## config.mk

```make
export PLATFORM = sky130hd
export DESIGN_NAME = mem_wb_stage
export DESIGN_NICKNAME = d
export VERILOG_FILES = /design/src/rtl/mem_wb_stage.sv
export SDC_FILE = /design/constraint.sdc
export NUM_CORES = 1
export LEC_CHECK = 0
export ABC_AREA = 1
export CAP_MARGIN = 20
export CORE_AREA = 2 2 90 178
export CTS_CLUSTER_SIZE = 16
export DETAILED_ROUTE_END_ITERATION = 10
export DIE_AREA = 0 0 92 180
export HOLD_SLACK_MARGIN = 0.03
export PLACE_DENSITY = 0.86
export RECOVER_POWER = 50
export SYNTH_ARGS = -nofsm -noshare
export SYNTH_HDL_FRONTEND = slang
export SYNTH_SLANG_ARGS = --single-unit
```

## constraint.sdc

```tcl
create_clock -name clk -period 2 [get_ports clk]
set_input_delay 0.5 -clock clk [delete_from_list [all_inputs] [get_ports clk]]
set_output_delay 0.5 -clock clk [all_outputs]
set_load 0.005 [all_outputs]
```

## src/rtl/mem_wb_stage.sv

```systemverilog
// Memory/writeback stage: drives a valid/ready data-memory port, aligns load data, pulses writeback.
// Define MEM_WB_MISALIGN_TRAP_EN to trap misaligned halfword/word accesses instead of issuing them.
//
// state   | meaning
// IDLE    | accept from execute; non-memory ops write back next cycle
// REQ     | request presented, held until dmem_req_ready
// WAIT    | request accepted, waiting for response or timeout
module mem_wb_stage #(
    parameter int XLEN     = 32,
    parameter int REG_BITS = 5,
    parameter int MAX_WAIT = 255
) (
    input  logic                clk,
    input  logic                reset,
    input  logic                valid_in,
    input  logic                mem_write_in,
    input  logic                mem_read_in,
    input  logic [XLEN-1:0]     mem_addr_in,
    input  logic [XLEN-1:0]     mem_data_in,
    input  logic [7:0]          mem_mask_in,
    input  logic [2:0]          funct3_in,
    input  logic [REG_BITS-1:0] rd_in,
    input  logic                wb_en_in,
    input  logic [XLEN-1:0]     alu_result_in,
    output logic                stall_out,
    output logic                dmem_req_valid,
    input  logic                dmem_req_ready,
    output logic                dmem_req_write,
    output logic [XLEN-1:0]     dmem_req_addr,
    output logic [XLEN-1:0]     dmem_req_wdata,
    output logic [3:0]          dmem_req_strb,
    input  logic                dmem_resp_valid,
    input  logic [XLEN-1:0]     dmem_resp_rdata,
    output logic                wb_valid_out,
    output logic [REG_BITS-1:0] wb_rd_out,
    output logic [XLEN-1:0]     wb_data_out,
`ifdef MEM_WB_MISALIGN_TRAP_EN
    output logic                timeout_out,
    output logic                misalign_trap_out
`else
    output logic                timeout_out
`endif
);

    localparam int CW = (MAX_WAIT < 2) ? 1 : $clog2(MAX_WAIT + 1);
    localparam logic [CW-1:0] MAX_CNT = CW'(MAX_WAIT);

    typedef enum logic [1:0] {ST_IDLE, ST_REQ, ST_WAIT} state_t;

    state_t                state_q, state_d;
    logic [1:0]            off_q;
    logic [2:0]            funct3_q;
    logic [REG_BITS-1:0]   rd_q;
    logic [CW-1:0]         cnt_q, cnt_inc;
    logic                  mem_op, misalign, accept, timeout_hit;
    logic [XLEN-1:0]       shifted, load_val;
    logic                  unused_mask;

    // Execute only ever produces masks up to 4'hF; the upper bits carry nothing here.
    assign unused_mask = ^mem_mask_in[7:4];

    assign mem_op = valid_in && (mem_write_in || mem_read_in);
`ifdef MEM_WB_MISALIGN_TRAP_EN
    assign misalign = ((funct3_in[1:0] == 2'd1) && mem_addr_in[0]) ||
                      ((funct3_in[1:0] == 2'd2) && (mem_addr_in[1:0] != 2'b00));
`else
    assign misalign = 1'b0;
`endif
    assign accept      = mem_op && !misalign;
    assign cnt_inc     = cnt_q + CW'(1);
    assign timeout_hit = (MAX_WAIT != 0) && (cnt_inc == MAX_CNT);

    assign stall_out      = (state_q != ST_IDLE);
    assign dmem_req_valid = (state_q == ST_REQ);

    assign shifted = dmem_resp_rdata >> {off_q, 3'b000};

    always_comb begin
        load_val = '0;
        case (funct3_q)
            3'd0:    load_val = {{(XLEN-8){shifted[7]}}, shifted[7:0]};
            3'd4:    load_val = {{(XLEN-8){1'b0}}, shifted[7:0]};
            3'd1:    load_val = {{(XLEN-16){shifted[15]}}, shifted[15:0]};
            3'd5:    load_val = {{(XLEN-16){1'b0}}, shifted[15:0]};
            3'd2:    load_val = shifted;
            default: load_val = '0;
        endcase
    end

    always_ff @(posedge clk or negedge reset) begin
        if (!reset) state_q <= ST_IDLE;
        else        state_q <= state_d;
    end

    always_comb begin
        state_d = state_q;
        case (state_q)
            ST_IDLE: if (accept) state_d = ST_REQ;
            ST_REQ:  if (dmem_req_ready) state_d = ST_WAIT;
            ST_WAIT: if (dmem_resp_valid || timeout_hit) state_d = ST_IDLE;
            default: state_d = ST_IDLE;
        endcase
    end

    always_ff @(posedge clk or negedge reset) begin
        if (!reset) begin
            dmem_req_write <= 1'b0;
            dmem_req_addr  <= '0;
            dmem_req_wdata <= '0;
            dmem_req_strb  <= '0;
            off_q          <= '0;
            funct3_q       <= '0;
            rd_q           <= '0;
            cnt_q          <= '0;
            wb_valid_out   <= 1'b0;
            wb_rd_out      <= '0;
            wb_data_out    <= '0;
            timeout_out    <= 1'b0;
        end else begin
            wb_valid_out <= 1'b0;
            case (state_q)
                ST_IDLE: begin
                    if (accept) begin
                        // A combined read+write request is issued as a store.
                        dmem_req_write <= mem_write_in;
                        dmem_req_addr  <= {mem_addr_in[XLEN-1:2], 2'b00};
                        dmem_req_wdata <= mem_data_in << {mem_addr_in[1:0], 3'b000};
                        dmem_req_strb  <= mem_mask_in[3:0] << mem_addr_in[1:0];
                        off_q          <= mem_addr_in[1:0];
                        funct3_q       <= funct3_in;
                        rd_q           <= rd_in;
                        cnt_q          <= '0;
                    end else if (valid_in && !mem_op) begin
                        wb_valid_out <= wb_en_in && (rd_in != '0);
                        wb_rd_out    <= rd_in;
                        wb_data_out  <= alu_result_in;
                    end
                end
                ST_REQ: cnt_q <= '0;
                ST_WAIT: begin
                    cnt_q <= cnt_inc;
                    if (dmem_resp_valid) begin
                        if (!dmem_req_write) begin
                            wb_valid_out <= (rd_q != '0);
                            wb_rd_out    <= rd_q;
                            wb_data_out  <= load_val;
                        end
                    end else if (timeout_hit) begin
                        timeout_out <= 1'b1;
                    end
                end
                default: ;
            endcase
        end
    end

`ifdef MEM_WB_MISALIGN_TRAP_EN
    always_ff @(posedge clk or negedge reset) begin
        if (!reset) misalign_trap_out <= 1'b0;
        else        misalign_trap_out <= (state_q == ST_IDLE) && mem_op && misalign;
    end
`endif

endmodule

```

# After elaboration in Yosys (flattened, before gate mapping)
# Index checks and enable logic that the tools add are counted.
word_totals:
  input_bits: 152
  register_bits: 126
op_classes:
  muxes: 22
  n_shift: 3
  reduce_logical: 18
  addsub: 1
  eq_ne: 14
  bitwise_logic: 1
op_table:
  columns: ["cell", "count"]
  rows:
  - ["$pmux 32 s5", 1]
  - ["$mux 32", 4]
  - ["$pmux 32 s2", 1]
  - ["$shl 32x5->32", 1]
  - ["$shr 32x5->32", 1]
  - ["$pmux 8 s3", 1]
  - ["$mux 5", 4]
  - ["$ne 2x2->1 const B", 6]
  - ["$pmux 5 s2", 1]
  - ["$reduce_bool 5->1", 2]
  - ["$add 8x1->8 const B", 1]
  - ["$eq 8x8->1 const B", 1]
  - ["$mux 8", 1]
  - ["$eq 3x3->1 const B", 2]
  - ["$mux 2", 3]
  - ["$pmux 2 s3", 1]
  - ["$reduce_and 3->1", 2]
  - ["$reduce_and 5->1", 1]
  - ["$mux 1", 4]
  - ["$reduce_and 2->1", 2]
  - ["$reduce_bool 2->1", 2]
  - ["$shl 4x2->4", 1]
  - ["$eq 3x1->1 const B", 1]
  - ["$eq 3x2->1 const B", 1]
  - ["11 further kinds", 14]

# Longest topological paths before layout
depth:
  depth_word: 7
  mapped_depth: 12
  ltp_nobuf: 12

# Least setup slack after synthesis
# No wires, ideal clock.
synth_path:
  path_kind: "reg-to-reg"
  startpoint: "register state_q[0]"
  endpoint: "register wb_data_out[24]"
  t_required_ns: 1.927
  setup_slack_ns: 0.464
  t_arrival_ns: 1.463
  path_stages_with_launch: 9
  setup_time_ns: 0.073
  path_cell_list: "dfrtp_1 inv_1 ha_1 buf_2 inv_1 buf_2 buf_1 a21oi_1 a21oi_2"
synth_between:
  elab_chain_len: 3
synth_rtl:
  columns: ["element", "line_no", "text"]
  rows:
  - ["start, declared", "50", "state_t state_q, state_d;"]
  - ["start signal, assigned", "92", "else state_q <= state_d;"]
  - ["$eq 2x2->1 / $logic_not 2->1 (equally long branches)", "121", "case (state_q)"]
  - ["$ne 2x2->1 (no source line) / $reduce_bool 2->1 (equally long branches)", null, null]
  - ["$reduce_and 5->1 (no source line)", null, null]
  - ["end signal, assigned", "136", "wb_data_out <= alu_result_in;"]
  - ["end signal, assigned", "146", "wb_data_out <= load_val;"]
  - ["end, declared", "36", "output logic [XLEN-1:0] wb_data_out,"]
# Parallel ways exist; a longest one is shown, timed or not.
# A chain may end at the register's enable or synchronous reset.

# Final worst setup path
layout_path:
  startpoint: "register state_q[0]"
  endpoint: "output stall_out"
layout_between:
  elab_chain_len: 1
layout_rtl:
  columns: ["element", "line_no", "text"]
  rows:
  - ["$reduce_bool 2->1", "73", "assign stall_out = (state_q != ST_IDLE);"]
  - ["end, declared", "25", "output logic stall_out,"]
# Every way passes these cells.

==> results.yml <==
outcome:
  outcome: "finished, final reports clean"
run:
  drv_cap: 0
sta:
  setup_viol: 0
  fmax_mhz: 526
  worstMarginPinSlew_ns: 0.710
  max-slew-margin-rel_pct: 52.7
  setup_tns_ns: 0
  drv_slew: 0
  finalCritPeriodShare_pct: 95.1
  skew_ns: 0.00533
  hold_violations: 0
  fin_crit_ns: 1.90
route:
  post_drt_wl_per_cell_um: 16.4
  detail_route.vias_per_cell: 5.26
  drc_errors: 0
  detail-route-antenna-nets: 0
  first_pass_iters: 5
  drtIter0Drc: 313
  routed_wl_mm: 21.6
  via_count: 6935
die:
  die_w_um: 92
  dieHeight_um: 180
  die-area_um2: 16600
  initial_core_util_pct: 43.2
  num_rows: 64
  core_um2: 15200
  io_pins: 262
critical_path:
  path_cells: "inv_2 > ha_4 > inv_2 > clkdlybuf4s15_1"
  crit_path_top_delay_cell: "dfrtp_1"
  cp.arrival_ns: 1.40
  cp_top_family: "flip-flops"
  critical_path.max_fanout: 5
  worst_ep_required_time_ns: 1.50
  worst-path-buf-inv: 3
  max_stage_delay_ns: 0.43
  worst-setup-path-type: "reg -> out"
  cpMostUsedCell: "inv_2"
  end_kind: "primary output"
  crit_path_start_kind: "register"
clocking:
  cts_made_buffers: 17
  cts.path.max_buffers: 2
  clock-sinks: 126
  cts_tree: "done"
  insertion_delay_ns: 0.42
  h-tree-depth: 4
  clockRootBuffer: "clkbuf_16"
  cts.clk_slew.worst_paths_ns: 0.06
layout:
  drive_gt1_share_pct: 8.57
  utilization_pct: 66.4
  diodes: 0
  final_common_cell: "nand2_1"
  layout.nets: 1264
  area_delta_synth_final_pct: 53.8
  mostFrequentLayoutCells: "313 x nand2_1, 251 x clkdlybuf4s50_1, 126 x dfrtp_1"
synthesis:
  syn_area_um2: 6570
  ys_async_sr_fraction_pct: 100
  ys.flop_type: "dfrtp_1"
  yosysWarnings: 0
  ys_seq_area_share_pct: 48.0
  synth_edf_count: 0
  yosys-top-cells-area: "dfrtp_1 48%, nand2_1 18%, o21ai_0 5.1%, a21oi_1 3.7%, nor2_1 3.3%"
  synth.top_cell.area_share_pct: 48.0
  ys_types: 37
  synth_cells: 851
  syn_area_per_cell_um2: 7.72
  synth_top_area_cell: "dfrtp_1"
  ys_ff_latch: 126
global_route:
  grt_pass1_vias: 6870
  overflow: 0
  grt_antenna_before_repair: 0
  grt_max_degree: 44
  grt_pass1_wl_mm: 34.0
  grtUsageTotal_pct: 26.2
power:
  max-vdd-ir-drop_mv: 1.04
  cellLeakagePower_nw: 4.57
  total_power_mw: 14.7
  power_density_nw_per_um2: 1450
place:
  numPortBuffers: 255
  dp_hpwl_mm: 15.9
  place.gp.congestion: 0.870
hold_path:
  hold_class: "reg -> reg"
==> power by group <==
part           total, mW  switching [mW]  internal, mW  leakage (nW)
registers           4.42           0.731          3.69          1.56
logic               6.98            3.41          3.57          2.71
clock network       3.29            1.20          2.09         0.296
total               14.7            5.34          9.34          4.57
==> worst paths after layout <==
| kind | end | cells after the start | slack (ns) | startpoint |
|---|---|---|---|---|
| hold / removal | dmem_req_addr[25] | 2 | 0.47 | dmem_req_addr[25] |
| setup reg to reg | state_q[0] | 10 | 0.13 | state_q[0] |
| setup / recovery | stall_out | 4 | 0.1 | state_q[0] |
| hold reg to reg | dmem_req_addr[25] | 2 | 0.47 | dmem_req_addr[25] |
| min in group asynchronous | cnt_q[0] | 2 | 0.67 | reset |
| max in group asynchronous | dmem_req_addr[2] | 3 | 0.23 | reset |
==> routing by layer <==
layer	wire length, um	global-route usage, %
met3	1360	6.54
met5	0	0
met2	11700	47.4
met4	1240	15.7
met1	7300	26.5
==> cells in the mapped netlist (all sizes together) (9+ instances only) <==
cell type and instances:
a21oi 59, a22o 9, a31oi 20, a32o 9, buf 39, clkbuf 16, dfrtp 126, inv 42
nand2 317, nand3 42, nor2 61, o21ai 77
==> through the flow <==
step / instance area, um^2 / hold slack, ns / setup WS, ns / std cells
detailed placement: 9480 / 0.458 / -0.106 / 1284
finish: 10100 / 0.468 / 0.0974 / 1318
CTS: 10100 / 0.472 / 0.0246 / 1318
floorplan: 6570 / 0.204 / 0.464 / 852
global route: 10100 / 0.497 / -0.00888 / 1318
global placement: 9480 / 0.454 / -0.0144 / 1284
==> kinds of logic after synthesis <==
group / count (synthesis) / share of synthesized area, %
other: 1 / 0.0571
buffers and inverters: 98 / 7.18
adder cells (fa/ha/maj): 5 / 0.952
AND/OR/NAND/NOR: 434 / 26.6
multiplexers: 5 / 0.762
AO/OA/AOI/OAI: 182 / 16.4
flip-flops: 126 / 48.0
==> registers in the layout, summed over array words and instances, names as in the netlist <==
register and cells:
rd_q 5, wb_valid_out 1, dmem_req_strb 4, dmem_req_addr 30
dmem_req_write 1, timeout_out 1, cnt_q 8, off_q 2
state_q 2, wb_data_out 32, wb_rd_out 5, dmem_req_wdata 32
funct3_q 3
==> area by class of cell <==
cell class,count,area [um^2]
multi-input cells,628,2970
clock buffers,18,429
well taps,198,248
clock inverters,14,193
inverters,43,166
repair buffers,291,2950
fillers,1225,5110
flip-flops and latches,126,3150
==> tightest hold or removal path: stages, from the launching register on <==
cell and delay (ns):
dfrtp_1 0.34, nand2_1 0.05, nand2_1 0.04
==> repair_timing <==
| action | 4_1_cts | 5_1_grt |
|---|---|---|
| endpoints found under the hold margin | 24 | 0 |
| resized for setup | 8 | 3 |
| gates cloned | 0 | 0 |
| setup endpoints to repair | 2 | 4 |
| hold buffers | 1 | 0 |
| setup buffers | 1 | 0 |
No activity file was read; power rests on OpenSTA's default activity.
==> RTL edit 1, RTL diff (config.mk and constraints unchanged) <==
The parameter `MAX_WAIT` goes from 255 to 510.
--- a/src/rtl/mem_wb_stage.sv
+++ b/src/rtl/mem_wb_stage.sv
@@ -8,7 +8,7 @@
 module mem_wb_stage #(
     parameter int XLEN     = 32,
     parameter int REG_BITS = 5,
-    parameter int MAX_WAIT = 255
+    parameter int MAX_WAIT = 510
 ) (
     input  logic                clk,
     input  logic                reset,
Function: same outputs for any inputs over 4 cycles, from zero or initial values and one cycle with reset low; that may be too few to reach the edited logic, so the function may still have changed.
==> RTL edit 1 against the original RTL <==
- worst setup slack worse by 0.024 ns
- sequential share of layout area up 0.16 points
- global-route usage grew 0.21 points
- count of clock-buffer cells in the layout stayed put
- critical path depth unchanged
- sequential cell count up 1
- synthesized area up 1.4%
- design area increased by 0.29%
- power shrank 1.5%
- first-iteration DRC count rose by 7.7%
- wire length is 1.1% higher
- largest cell class unchanged
- highest routed layer unchanged
==> RTL edit 1: results (changes against the original RTL) <==
[run_status]
outcome=finished clean

[synth]
synth-seq-area-share_pct=47.7  ; -0.26 points
synth.area.top_cells=dfrtp_1 (48%), nand2_1 (16%), a21oi_1 (4.0%), o21ai_0 (4.0%), nor2_1 (3.6%)
yosysWarningCount=0  ; unchanged
yosys.cell_types.count=41  ; +11%
async_reset_ff_share_pct=100  ; unchanged
synth_common_cells=nand2_1 (283), dfrtp_1 (127), nor2_1 (64)

[clock_tree]
clock_latency_ns=0.42  ; about the same
htree_levels=4  ; unchanged
clk_path_buf_depth=2  ; unchanged
numCtsBuffers=17  ; unchanged
cts.clk_slew.worst_paths_ns=0.06  ; about the same
clock-root-buffer=clkbuf_16

[worst_setup_path]
crit_start=state_q[0]
crit_slowest_cell=dfrtp_1
worstPathArrival_ns=1.43  ; +0.03 ns
crit_path_max_fanout=3  ; -2
critical_path.max_stage_delay_ns=0.40  ; -0.03 ns
reg2reg_from=state_q[0]

[placement]
portBuffers=255  ; unchanged
hpwl_um=16500  ; +4.4%
dpl_cell_area_um2=9580  ; +1.0%
place_congestion=0.911  ; +4.7%

[sta]
clock_skew_ns=0.0101  ; +0.00474 ns
tightest_slew_ns=0.781  ; +0.0717 ns

[cells_and_area]
nFillCells=1240  ; +1.2%
reg_top3=dmem_req_wdata x32, wb_data_out x32, dmem_req_addr x30
regArea_um2=3180  ; +0.79%
nets=1270  ; +0.47%
drive_above_1_share_pct=10.0  ; +1.5 points
antenna_cells=0  ; unchanged

[detailed_routing]
dr.first_iter.drc_count=337  ; +7.7%
wirelength_um=21800  ; +1.1%
first_pass_iters=5  ; unchanged
vias_per_cell=5.26  ; -0.11%
drc=0  ; unchanged

[power_and_ir_drop]
irDropWorstVdd_uv=866  ; -17%
power.leakage_nw=4.58  ; +0.29%

[grt]
antenna_found_initial=0  ; unchanged
grt.total_usage_pct=26.4  ; +0.21 points
grt_max_degree=49  ; +11%
grt_first_pass_wirelength_um=34500  ; +1.6%
grt_pass1_vias=7041  ; +2.5%

[hold_path]
holdCritPathClass=input pin to async pin

-- RTL edit 1: cell count changes in the layout (fill, tap and decap cells not counted), sizes merged, moves of 3 or more --
cell	unedited run	this run
inv	43	60
nand3	42	35
nand2	317	286
a21oi	59	63
a31oi	20	25
clkinv	7	4
bufinv	4	1
o211ai	2	7
clkbuf	23	27
nor2	61	71
buf	31	34
o21ai	77	72
-- RTL edit 1: final cells by class --
type	instances	area share (%)
Clock buffer	18	4.33
Clock inverter	14	1.31
Inverter	56	2.10
Multi-Input combinational cell	614	29.6
Sequential cell	127	31.4
Tap cell	198	2.45
Timing Repair Buffer	297	28.8
-- RTL edit 1: repair_timing --
action	4_1_cts	5_1_grt
setup endpoints to repair	2	34
buffers inserted	4	0
cloned	0	0
pin swaps	1	0
resized for setup	4	2
-- RTL edit 1: metrics by stage --
stage               setup TNS [ns]  cells  worst slack [ns]
floorplan                        0    851             0.449
global placement             -5.14   1288            -0.161
detailed placement           -8.89   1288            -0.263
CTS                              0   1324            0.0496
global route                     0   1324            0.0107
finish                           0   1324            0.0736
-- RTL edit 1: critical path: cells and delay by family, from the launching register on --
kind                     cells  cell delay [ns]
adder cells (fa/ha/maj)      1             0.21
flip-flops                   1             0.40
buffers and inverters        3             0.40
-- RTL edit 1: path summary, 6_finish.rpt --
check | end | depth (start not counted) | slack, ns
max in group asynchronous | wb_data_out[6] | 2 | 0.59
worst max-delay path | stall_out | 4 | 0.07
min in group clk | dmem_req_addr[28] | 2 | 0.47
worst min register to register | dmem_req_addr[28] | 2 | 0.47
worst min-delay path | timeout_out | 1 | 0.16
worst max register to register | dmem_req_addr[11] | 10 | 0.15
-- RTL edit 1: power breakdown --
| group | internal, mW | switching (mW) |
|---|---|---|
| sequential | 3.71 | 0.675 |
| clock | 1.76 | 1.25 |
| combinational | 3.59 | 3.49 |
| total | 9.06 | 5.41 |
-- RTL edit 1: kinds of logic after synthesis --
logic type	Yosys count	share of synthesized area (%)
and+or+nand+nor	404	25.3
AOI/OAI and AO/OA	197	17.8
DFF	127	47.7
buffers and inverters	110	7.31
adders and majority gates	5	0.940
muxes	5	0.752
other	1	0.0563
xor gates and xnor gates	1	0.132
-- RTL edit 1: metal layers --
| metal | wire length [um] | vias up | global-route usage [%] | part of all wire [%] |
|---|---|---|---|---|
| met3 | 1160 | 98 | 5.07 | 5.3 |
| met4 | 1440 | 0 | 17.9 | 6.6 |
| met2 | 11900 | 325 | 48.3 | 54 |
| li1 | - | 3319 | - | - |
| met5 | 0 | - | 0 | 0 |
| met1 | 7340 | 3217 | 26.2 | 34 |
==> RTL edit 2, RTL diff (config.mk and constraints unchanged) <==
Without the edit above. Encoding of `state_t`: now one-hot (3 bits for 3 states).
--- a/src/rtl/mem_wb_stage.sv
+++ b/src/rtl/mem_wb_stage.sv
@@ -45,7 +45,7 @@
     localparam int CW = (MAX_WAIT < 2) ? 1 : $clog2(MAX_WAIT + 1);
     localparam logic [CW-1:0] MAX_CNT = CW'(MAX_WAIT);
 
-    typedef enum logic [1:0] {ST_IDLE, ST_REQ, ST_WAIT} state_t;
+    typedef enum logic [2:0] {ST_IDLE = 3'b001, ST_REQ = 3'b010, ST_WAIT = 3'b100} state_t;
 
     state_t                state_q, state_d;
     logic [1:0]            off_q;
Formal check against the unedited RTL: same outputs for any inputs over 4 cycles, from zero or initial values and one cycle with reset low; so few cycles prove little.
==> RTL edit 2 against the original RTL <==
- sequential power hardly changed
- register-to-register slack better by 0.13 ns
- final cell count is 2.0% higher
- synthesized cell count is 1.1% higher
- wire length is 0.61% lower
- first-iteration DRC count is 24% lower
- critical path depth is 2 lower
- sequential cell count is 1 higher
- power is 3.7% lower
- design area is 0.77% lower
- clock power is 11% lower
- synthesized area is 0.93% lower
- worst setup slack worse by 0.015 ns
- critical path type unchanged
==> RTL edit 2: results (changes against the original RTL) <==
[grt]
globalRouteMet1Util_pct=24.6  ; -1.9 points
grt_pass1_vias=7001  ; +1.9%
grt.total_usage_pct=25.9  ; -0.25 points
grt_util_met2_pct=48.4  ; +1.1 points
grt_use_met3_pct=5.28  ; -1.3 points
grt_first_pass_wirelength_um=33700  ; -0.83%

[detailed_routing]
wirelength_um=21400  ; -0.61%
met3_length_um=1130  ; -17%

[synth]
synth.avg_cell_area_um2=7.57  ; -2.0%
synth_compound_area_share_pct=14.6  ; -1.9 points
synth-seq-area-share_pct=48.9  ; +0.86 points
synth_top_area_share_pct=48.5  ; +0.45 points
synth.area.top_cells=dfrtp_1 (48%), nand2_1 (17%), nand3_1 (5.2%), a21oi_1 (5.0%), o21ai_0 (4.4%)

[worst_setup_path]
worstPathArrival_ns=1.42  ; +0.02 ns
reg2reg_from=state_q[0]
crit_path_max_fanout=6  ; +1
reg2reg_slack_ns=0.26  ; +0.13 ns

[sta]
fmax_ghz=0.522  ; -0.78%
hold_ws_ns=0.469  ; +0.000327 ns

[clock_tree]
ctsResizeCount=2  ; -6
post_cts_buffers=0  ; -1

[hold_path]
worstHoldStart=dmem_req_addr[28]

[run_status]
outcome=finished clean

[placement]
placedCellCount=1310  ; +2.0%

[cells_and_area]
nFillCells=1259  ; +2.8%
syn_to_final_growth_pct=54.1

[power_and_ir_drop]
power.leakage_nw=4.60  ; +0.78%

RTL edit 2: changes by cell type after synthesis, moves of 7 or more:
| cell | change |
|---|---|
| a21oi_1 | +16 |
| a21oi_2 | -9 |
| a32o_1 | -9 |
| nand2_1 | -10 |
| nand3_1 | +26 |
| o211ai_1 | +7 |
| o21ai_0 | -10 |
RTL edit 2: cell type report:
type | count | share of cell area, %
Timing Repair Buffer | 308 | 29.8
Clock buffer | 21 | 4.69
Antenna cell | 1 | 0.0250
Sequential cell | 127 | 31.7
Inverter | 47 | 1.76
Clock inverter | 11 | 0.899
Tap cell | 198 | 2.47
Multi-Input combinational cell | 631 | 28.6
RTL edit 2: critical path, stage by stage, from the launching register on:
cell           delay, ns
dfstp_2             0.56
nand3_4             0.13
dlygate4sd2_1       0.31
RTL edit 2: power by group:
group          internal (mW)  total, mW  switching, mW
clock network           1.79       2.92           1.13
registers               3.74       4.42          0.686
logic                   3.47       6.80           3.33
total                   9.00       14.1           5.14
